### src/rtl/rgb_sequencer.sv
// Timed one-hot RED/GREEN/BLUE sequencer with programmable per-color dwell,
// finite or endless pass count, per-color skip, hold and stop.
module rgb_sequencer #(
   parameter int CNT_W = 8,
   parameter int CYC_W = 8
) (
   input  logic             clk,
   input  logic             rst_n,
   input  logic             start,
   input  logic             stop,
   input  logic             hold,
   input  logic [CNT_W-1:0] dwell_r,
   input  logic [CNT_W-1:0] dwell_g,
   input  logic [CNT_W-1:0] dwell_b,
   input  logic [CYC_W-1:0] num_cycles,
   output logic [2:0]       color,
   output logic             busy,
   output logic             done,
   output logic             err,
   output logic [CYC_W-1:0] cycle_cnt
);

   typedef enum logic [1:0] {IDLE, RED, GREEN, BLUE} state_t;

   state_t           state;
   state_t           next_color;
   state_t           first_color;
   logic [CNT_W-1:0] timer;
   logic [CNT_W-1:0] lat_r;
   logic [CNT_W-1:0] lat_g;
   logic [CNT_W-1:0] lat_b;
   logic [CNT_W-1:0] next_dwell;
   logic [CNT_W-1:0] first_dwell;
   logic [CYC_W-1:0] lat_num;
   logic [CYC_W-1:0] cnt_inc;
   logic             wrap;

   function automatic logic [2:0] decode(input state_t s);
      case (s)
         RED:     return 3'b001;
         GREEN:   return 3'b010;
         BLUE:    return 3'b100;
         default: return 3'b000;
      endcase
   endfunction

   // Next nonzero-dwell color in R->G->B->R order; wrap marks the end of a pass.
   always_comb begin
      next_color = state;
      next_dwell = '0;
      wrap       = 1'b0;
      case (state)
         RED: begin
            if (lat_g != '0) begin
               next_color = GREEN;
               next_dwell = lat_g;
            end else if (lat_b != '0) begin
               next_color = BLUE;
               next_dwell = lat_b;
            end else begin
               next_color = RED;
               next_dwell = lat_r;
               wrap       = 1'b1;
            end
         end
         GREEN: begin
            if (lat_b != '0) begin
               next_color = BLUE;
               next_dwell = lat_b;
            end else if (lat_r != '0) begin
               next_color = RED;
               next_dwell = lat_r;
               wrap       = 1'b1;
            end else begin
               next_color = GREEN;
               next_dwell = lat_g;
               wrap       = 1'b1;
            end
         end
         BLUE: begin
            wrap = 1'b1;
            if (lat_r != '0) begin
               next_color = RED;
               next_dwell = lat_r;
            end else if (lat_g != '0) begin
               next_color = GREEN;
               next_dwell = lat_g;
            end else begin
               next_color = BLUE;
               next_dwell = lat_b;
            end
         end
         default: ;
      endcase
   end

   // First color of a run comes from the live inputs, since they are latched on that same edge.
   always_comb begin
      first_color = IDLE;
      first_dwell = '0;
      if (dwell_r != '0) begin
         first_color = RED;
         first_dwell = dwell_r;
      end else if (dwell_g != '0) begin
         first_color = GREEN;
         first_dwell = dwell_g;
      end else if (dwell_b != '0) begin
         first_color = BLUE;
         first_dwell = dwell_b;
      end
   end

   assign cnt_inc = cycle_cnt + CYC_W'(1);

   always_ff @(posedge clk or negedge rst_n) begin
      if (!rst_n) begin
         state     <= IDLE;
         timer     <= '0;
         lat_r     <= '0;
         lat_g     <= '0;
         lat_b     <= '0;
         lat_num   <= '0;
         cycle_cnt <= '0;
         color     <= 3'b000;
         busy      <= 1'b0;
         done      <= 1'b0;
         err       <= 1'b0;
      end else begin
         done <= 1'b0;
         err  <= 1'b0;
         if (state == IDLE) begin
            if (start && !stop) begin
               if (first_color != IDLE) begin
                  lat_r     <= dwell_r;
                  lat_g     <= dwell_g;
                  lat_b     <= dwell_b;
                  lat_num   <= num_cycles;
                  cycle_cnt <= '0;
                  state     <= first_color;
                  timer     <= first_dwell - CNT_W'(1);
                  color     <= decode(first_color);
                  busy      <= 1'b1;
               end else begin
                  err <= 1'b1;
               end
            end
         end else if (stop) begin
            state <= IDLE;
            color <= 3'b000;
            busy  <= 1'b0;
         end else if (!hold) begin
            if (timer != '0) begin
               timer <= timer - CNT_W'(1);
            end else if (wrap && (lat_num != '0) && (cnt_inc == lat_num)) begin
               cycle_cnt <= cnt_inc;
               state     <= IDLE;
               color     <= 3'b000;
               busy      <= 1'b0;
               done      <= 1'b1;
            end else begin
               if (wrap) cycle_cnt <= cnt_inc;
               state <= next_color;
               timer <= next_dwell - CNT_W'(1);
               color <= decode(next_color);
            end
         end
      end
   end

endmodule

### config.mk
export PLATFORM = sky130hd
export DESIGN_NAME = rgb_sequencer
export DESIGN_NICKNAME = d
export VERILOG_FILES = /design/src/rtl/rgb_sequencer.sv
export SDC_FILE = /design/constraint.sdc
export NUM_CORES = 1
export LEC_CHECK = 0
export CAP_MARGIN = 20
export CORE_MARGIN = 2
export CORE_UTILIZATION = 40
export DETAILED_ROUTE_END_ITERATION = 8
export GPL_ROUTABILITY_DRIVEN = 0
export SETUP_SLACK_MARGIN = 0.15
export SLEW_MARGIN = 30
export SYNTH_ARGS = -nofsm -noshare
export SYNTH_HDL_FRONTEND = slang
export SYNTH_SLANG_ARGS = --single-unit
### constraint.sdc
create_clock -name clk -period 5.3 [get_ports clk]
set_input_delay 1.59 -clock clk [delete_from_list [all_inputs] [get_ports clk]]
set_output_delay 1.59 -clock clk [all_outputs]
set_load 0.1 [all_outputs]
Word level (Yosys, flattened, before mapping)
Index checks and enable logic that the tools add are counted.
Widths: inputs -> output; s select.
{"block": "totals", "ff_bits": 56, "input_bits": 37, "out_inout_bits": 14, "word_cells": 123}
{"block": "classes", "addsub": 4, "eq_ne": 18, "muxes": 69, "n_reduce_logical": 21}
{"cell": "$mux 8", "count": 24}
{"cell": "$reduce_bool 8->1", "count": 8}
{"cell": "$mux 2", "count": 15}
{"cell": "$pmux 8 s3", "count": 1}
{"cell": "$sub 8x1->8 const B", "count": 3}
{"cell": "$mux 3", "count": 7}
{"cell": "$mux 1", "count": 18}
{"cell": "$pmux 3 s3", "count": 2}
{"cell": "$eq 2x2->1 const B", "count": 6}
{"cell": "$reduce_and 5->1", "count": 2}
{"cell": "$add 8x1->8 const B", "count": 1}
{"cell": "$eq 8x8->1", "count": 1}
{"cell": "$ne 2x1->1 const B", "count": 4}
{"cell": "$eq 2x1->1 const B", "count": 3}
{"cell": "$ne 3x3->1 const B", "count": 2}
{"cell": "$pmux 2 s3", "count": 1}
{"cell": "$reduce_and 6->1", "count": 1}
{"cell": "$reduce_bool 3->1", "count": 2}
{"cell": "$reduce_and 4->1", "count": 1}
{"cell": "$logic_and 1x1->1", "count": 3}
{"cell": "$ne 3x2->1 const B", "count": 1}
{"cell": "$pmux 1 s3", "count": 1}
{"cell": "$reduce_and 3->1", "count": 1}
{"cell": "$logic_not 2->1", "count": 1}
{"cell": "3 further kinds", "count": 3}

Longest topological paths before layout
{"block": "logic_depth", "depth_word": 11, "mapped_depth": 11, "mapped_depth_nobuf": 10}

Worst setup path before layout
No wires, ideal clock.
{"block": "synth_path", "path_kind": "input port to flip-flop", "startpoint": "in dwell_g[1]", "endpoint": "reg timer[4]", "setup_time_ns": 0.125, "arrival_time_ns": 3.616, "required_ns": 5.175, "slack_ns": 1.559, "cell_stages": 9, "n_path_buf": 0, "path_cell_list": "nor4_2 > a31oi_1 > o31ai_1 > o41ai_4 > ha_1 > nand3_1 > nor2_1 > xor2_1 > mux2_4"}
{"block": "synth_via", "elab_chain_len": 7, "elab_cells_between_ends": 12, "classes_between": "1 x add/sub; 1 x eq/ne; 7 x mux; 3 x reduce/logical"}
{"element": "from (decl)", "line_no": "13", "text": "input logic [CNT_W-1:0] dwell_g,"}
{"element": "$reduce_bool 8->1", "line_no": "104", "text": "end else if (dwell_g != '0) begin"}
{"element": "$mux 8", "line_no": "104"}
{"element": "$mux 8", "line_no": "101", "text": "if (dwell_r != '0) begin"}
{"element": "$sub 8x1->8", "line_no": "140", "text": "timer <= first_dwell - CNT_W'(1);"}
{"element": "$mux 8", "line_no": "133", "text": "if (first_color != IDLE) begin"}
{"element": "$mux 8", "line_no": "132", "text": "if (start && !stop) begin"}
{"element": "$mux 8", "line_no": "131", "text": "if (state == IDLE) begin"}
{"element": "to (signal assigned)", "line_no": "140"}
{"element": "to (signal assigned)", "line_no": "153", "text": "timer <= timer - CNT_W'(1);"}
{"element": "to (signal assigned)", "line_no": "163", "text": "timer <= next_dwell - CNT_W'(1);"}
{"element": "to (decl)", "line_no": "28", "text": "logic [CNT_W-1:0] timer;"}
Several ways; a longest one is shown, not always the timed one. The select of a mux whose other input is x is not followed.
A chain may end at the register's enable or synchronous reset.

Worst setup path in the final report
{"block": "layout_path", "startpoint": "in dwell_g[7]", "endpoint": "reg timer[4]"}
{"block": "layout_via", "elab_chain_len": 7, "elab_cells_between_ends": 12, "classes_between": "1 x add/sub; 1 x eq/ne; 7 x mux; 3 x reduce/logical"}
{"element": "$reduce_bool 8->1 (*)", "line_no": "104"}
{"element": "$mux 8", "line_no": "104"}
{"element": "$mux 8", "line_no": "101"}
{"element": "$sub 8x1->8", "line_no": "140"}
{"element": "$mux 8", "line_no": "133"}
{"element": "$mux 8", "line_no": "132"}
{"element": "$mux 8", "line_no": "131"}
Every way passes the cells marked *; elsewhere a longest branch is shown, timed or not. The select of a mux whose other input is x is not followed.

==> metrics.yaml <==
clkLatencyLatePin_ps: 330
final_cells: 562
synthArstFlopShare_pct: 100
yosysUniqueCellTypes: 68
die_width_um: 101
grt_setup_unrepaired: "false"
synth-simple-area-share_pct: 19.9
hp-class: "reg -> reg"
wire_per_inst_um: 19.9
fillers: 845
status: "finished, final reports clean"
synth-edff-count: 0
synth_fp_nets: 445
seq_power_share_pct: 37.5
dp_hpwl_um: 8240
clkPwrFrac_pct: 10.4
fp.dieH_um: 101
grt_pass1_wl_um: 18100
max-clock-path-buffers: 2
cp_slowest_cell: "nor4_2"
worstMarginPinSlew_ps: 969
synth_xor_area_share_pct: 4.16
crit_type: "in -> reg"
drc: 0
relSlewSlack_pct: 35.2
syn_inst: 406
vias: 3498
max_freq_mhz: 241
grt_pass1_vias: 3321
fin_crit_sh_pct: 78.2
yosysSeqAreaShare_pct: 37.0
cp-end-kind: "flop"
leakage_nw: 1.71
io_buffers: 50
dp.cells: 554
synth_compound_area_share_pct: 23.0
dr.pass1.iters: 5
max-cap-violations: 0
comb_power_share_pct: 52.1
cp_data_arrival_time_ps: 4360
path_cells: "clkdlybuf4s50_1 -> nor4_2 -> a31oi_1 -> o31ai_1 -> o41ai_4 -> ha_1 -> nand3_1 -> nor2_1 -> xor2_1 -> mux2_4"
p_per_area_nw_per_um2: 556
p_sw_share_pct: 49.4
pin_count: 51
numCtsBuffers: 5
wirelength_um: 11200
clockRootBuffer: "clkbuf_8"
fin_skew_ps: 9.52
drt_iter0_markers: 264
ctsResizeCount: 0
synth_mux_area_share_pct: 12.0
power.switching_w: 0.00123
finalCriticalPeriod_ps: 4140
ys_ff_latch: 56
dieArea_um2: 10300
clock-sinks: 56
clk_pin_slew_ps: 120
n_antenna_cell: 0
gr-total-overflow: 0
slowest_delay_ps: 640
nNetsFinal: 489
whs_ps: 492
peakVddDrop_uv: 241
p_int_w: 0.00127
required_ps: 5520
htreeDepth: 2
timing.final.hold_violations: 0
start_util_pct: 41.2
grt_max_degree: 57
maxSlewViolCount: 0
cts_tree: "yes"
synth_fa_ha_area_share_pct: 0.660
synth_top_family_by_area: "compound AO/OA/AOI/OAI gates"
fin_tns_setup_ps: 0
syn-cell-area_um2: 3790
area_delta_synth_final_pct: 18.7
syn_avg_cell_area_um2: 9.33
coreArea_um2: 9200
ant_nets: 0
antenna_found_initial: 0
ctsHoldBuffers: 0
grt.total_usage_pct: 22.8
drive_gt1_share_pct: 15.5
yosys_warnings: 0
cp_max_fo: 8
num_rows: 35
setup_viol: 0
synth_flop_cell: "dfrtp_1"
start_kind: "primary input"
cts_setup_buffers: 0
viasPerCell: 6.22
## final cells by class
cell class | count | area (um2) | share of cell area, %
clock buffers | 5 | 68.8 | 1.53
clock inverters | 3 | 25.0 | 0.556
inverters | 12 | 45.0 | 1.00
multi-input cells | 320 | 2270 | 50.5
flip-flops and latches | 56 | 1400 | 31.2
well taps | 111 | 139 | 3.09
repair buffers | 55 | 546 | 12.1
## power by group through the flow
stage          combinational [W]  sequential (W)  clock, W
4_1_cts                  0.00129        0.000925  0.000267
5_1_grt                  0.00142        0.000966  0.000285
3_3_place_gp             0.00127        0.000927         0
6_report                 0.00130        0.000937  0.000260
2_1_floorplan           0.000912        0.000943         0
3_5_place_dp             0.00128        0.000932         0
## path summary, 6_finish.rpt
check | startpoint | to | slack [ps] | depth (start not counted)
max reg2reg | state[1]$_DFFE_PN0P_ | timer[4]$_DFFE_PN0P_ | 2010 | 11
min | color[1]$_DFFE_PN0P_ | color[1]$_DFFE_PN0P_ | 490 | 2
min in group asynchronous | rst_n | busy$_DFFE_PN0P_ | 1390 | 2
max | dwell_g[7] | timer[4]$_DFFE_PN0P_ | 1160 | 10
min reg2reg | color[1]$_DFFE_PN0P_ | color[1]$_DFFE_PN0P_ | 490 | 2
max in group asynchronous | rst_n | lat_b[2]$_DFFE_PN0P_ | 3420 | 2
## placed cells by master, fill, tap and decap left out, drive strengths merged, types with 3 or more instances in the layout
master / instances
buf: 6
nor2: 32
a2111oi: 4
nor3: 11
and2: 5
clkbuf: 5
nand2: 40
xnor2: 11
or2: 3
a22oi: 3
a31oi: 16
and3: 3
nand3: 11
o211ai: 4
o21ai: 34
o31ai: 4
inv: 14
xor2: 7
nand4: 3
nor4: 16
dfrtp: 56
nor2b: 5
mux2: 36
a211oi: 6
mux2i: 3
clkdlybuf4s50: 49
a21oi: 20
a311oi: 3
a41oi: 4
## through the flow
stage	cell area, um2	utilization [%]	setup slack, ps	power (W)
floorplan	3790	-	1560	0.00185
global placement	4400	47.9	843	0.00219
detailed placement	4400	47.9	856	0.00221
CTS	4500	48.9	1190	0.00248
global route	4500	48.9	903	0.00268
finish	4500	48.9	1160	0.00250
## per-layer routing
layer | part of all wire, % | global-route usage [%] | vias to the layer above
met5 | 0 | 0 | -
met2 | 46 | 35.4 | 167
met3 | 7.1 | 3.80 | 22
met4 | 2.1 | 7.07 | 0
li1 | - | - | 1638
met1 | 44 | 32.6 | 1671
## cell usage after synthesis (6+ instances only)
cell      instances  area [um2]
inv_1            12        45.0
nor3_1           10        50.1
xnor2_1          11        96.3
xor2_1            7        61.3
a211oi_1          6        45.0
o21ai_0          32         160
dfrtp_1          56        1400
mux2_2           31         349
a31oi_1          16         100
a21oi_1          20         100
nor4_1            8        50.1
nand3_1          10        50.1
nor2_1           32         120
nand2_1          40         150
clkbuf_1         12        45.0
## critical path, delay by kind of cell
family	cells	cell delay [ps]
AO/OA/AOI/OAI	3	760
XOR/XNOR	1	160
adder cells (fa/ha/maj)	1	250
buffers and inverters	1	520
multiplexers	1	260
AND/OR/NAND/NOR	3	830
## flip-flops by register name, summed over array words and instances, names as in the netlist
signal     flops
lat_g          8
cycle_cnt      8
state          2
busy           1
lat_b          8
lat_r          8
lat_num        8
done           1
err            1
timer          8
color          3
## logic make-up (layout without fill, tap and decap cells)
group / Yosys count / in the layout
buffers and inverters: 30 / 75
AO/OA/AOI/OAI: 126 / 126
adder cells (fa/ha/maj): 2 / 2
multiplexers: 39 / 39
XOR/XNOR: 18 / 18
AND/OR/NAND/NOR: 135 / 135
flip-flops: 56 / 56
Power figures use the tool's default switching activity.
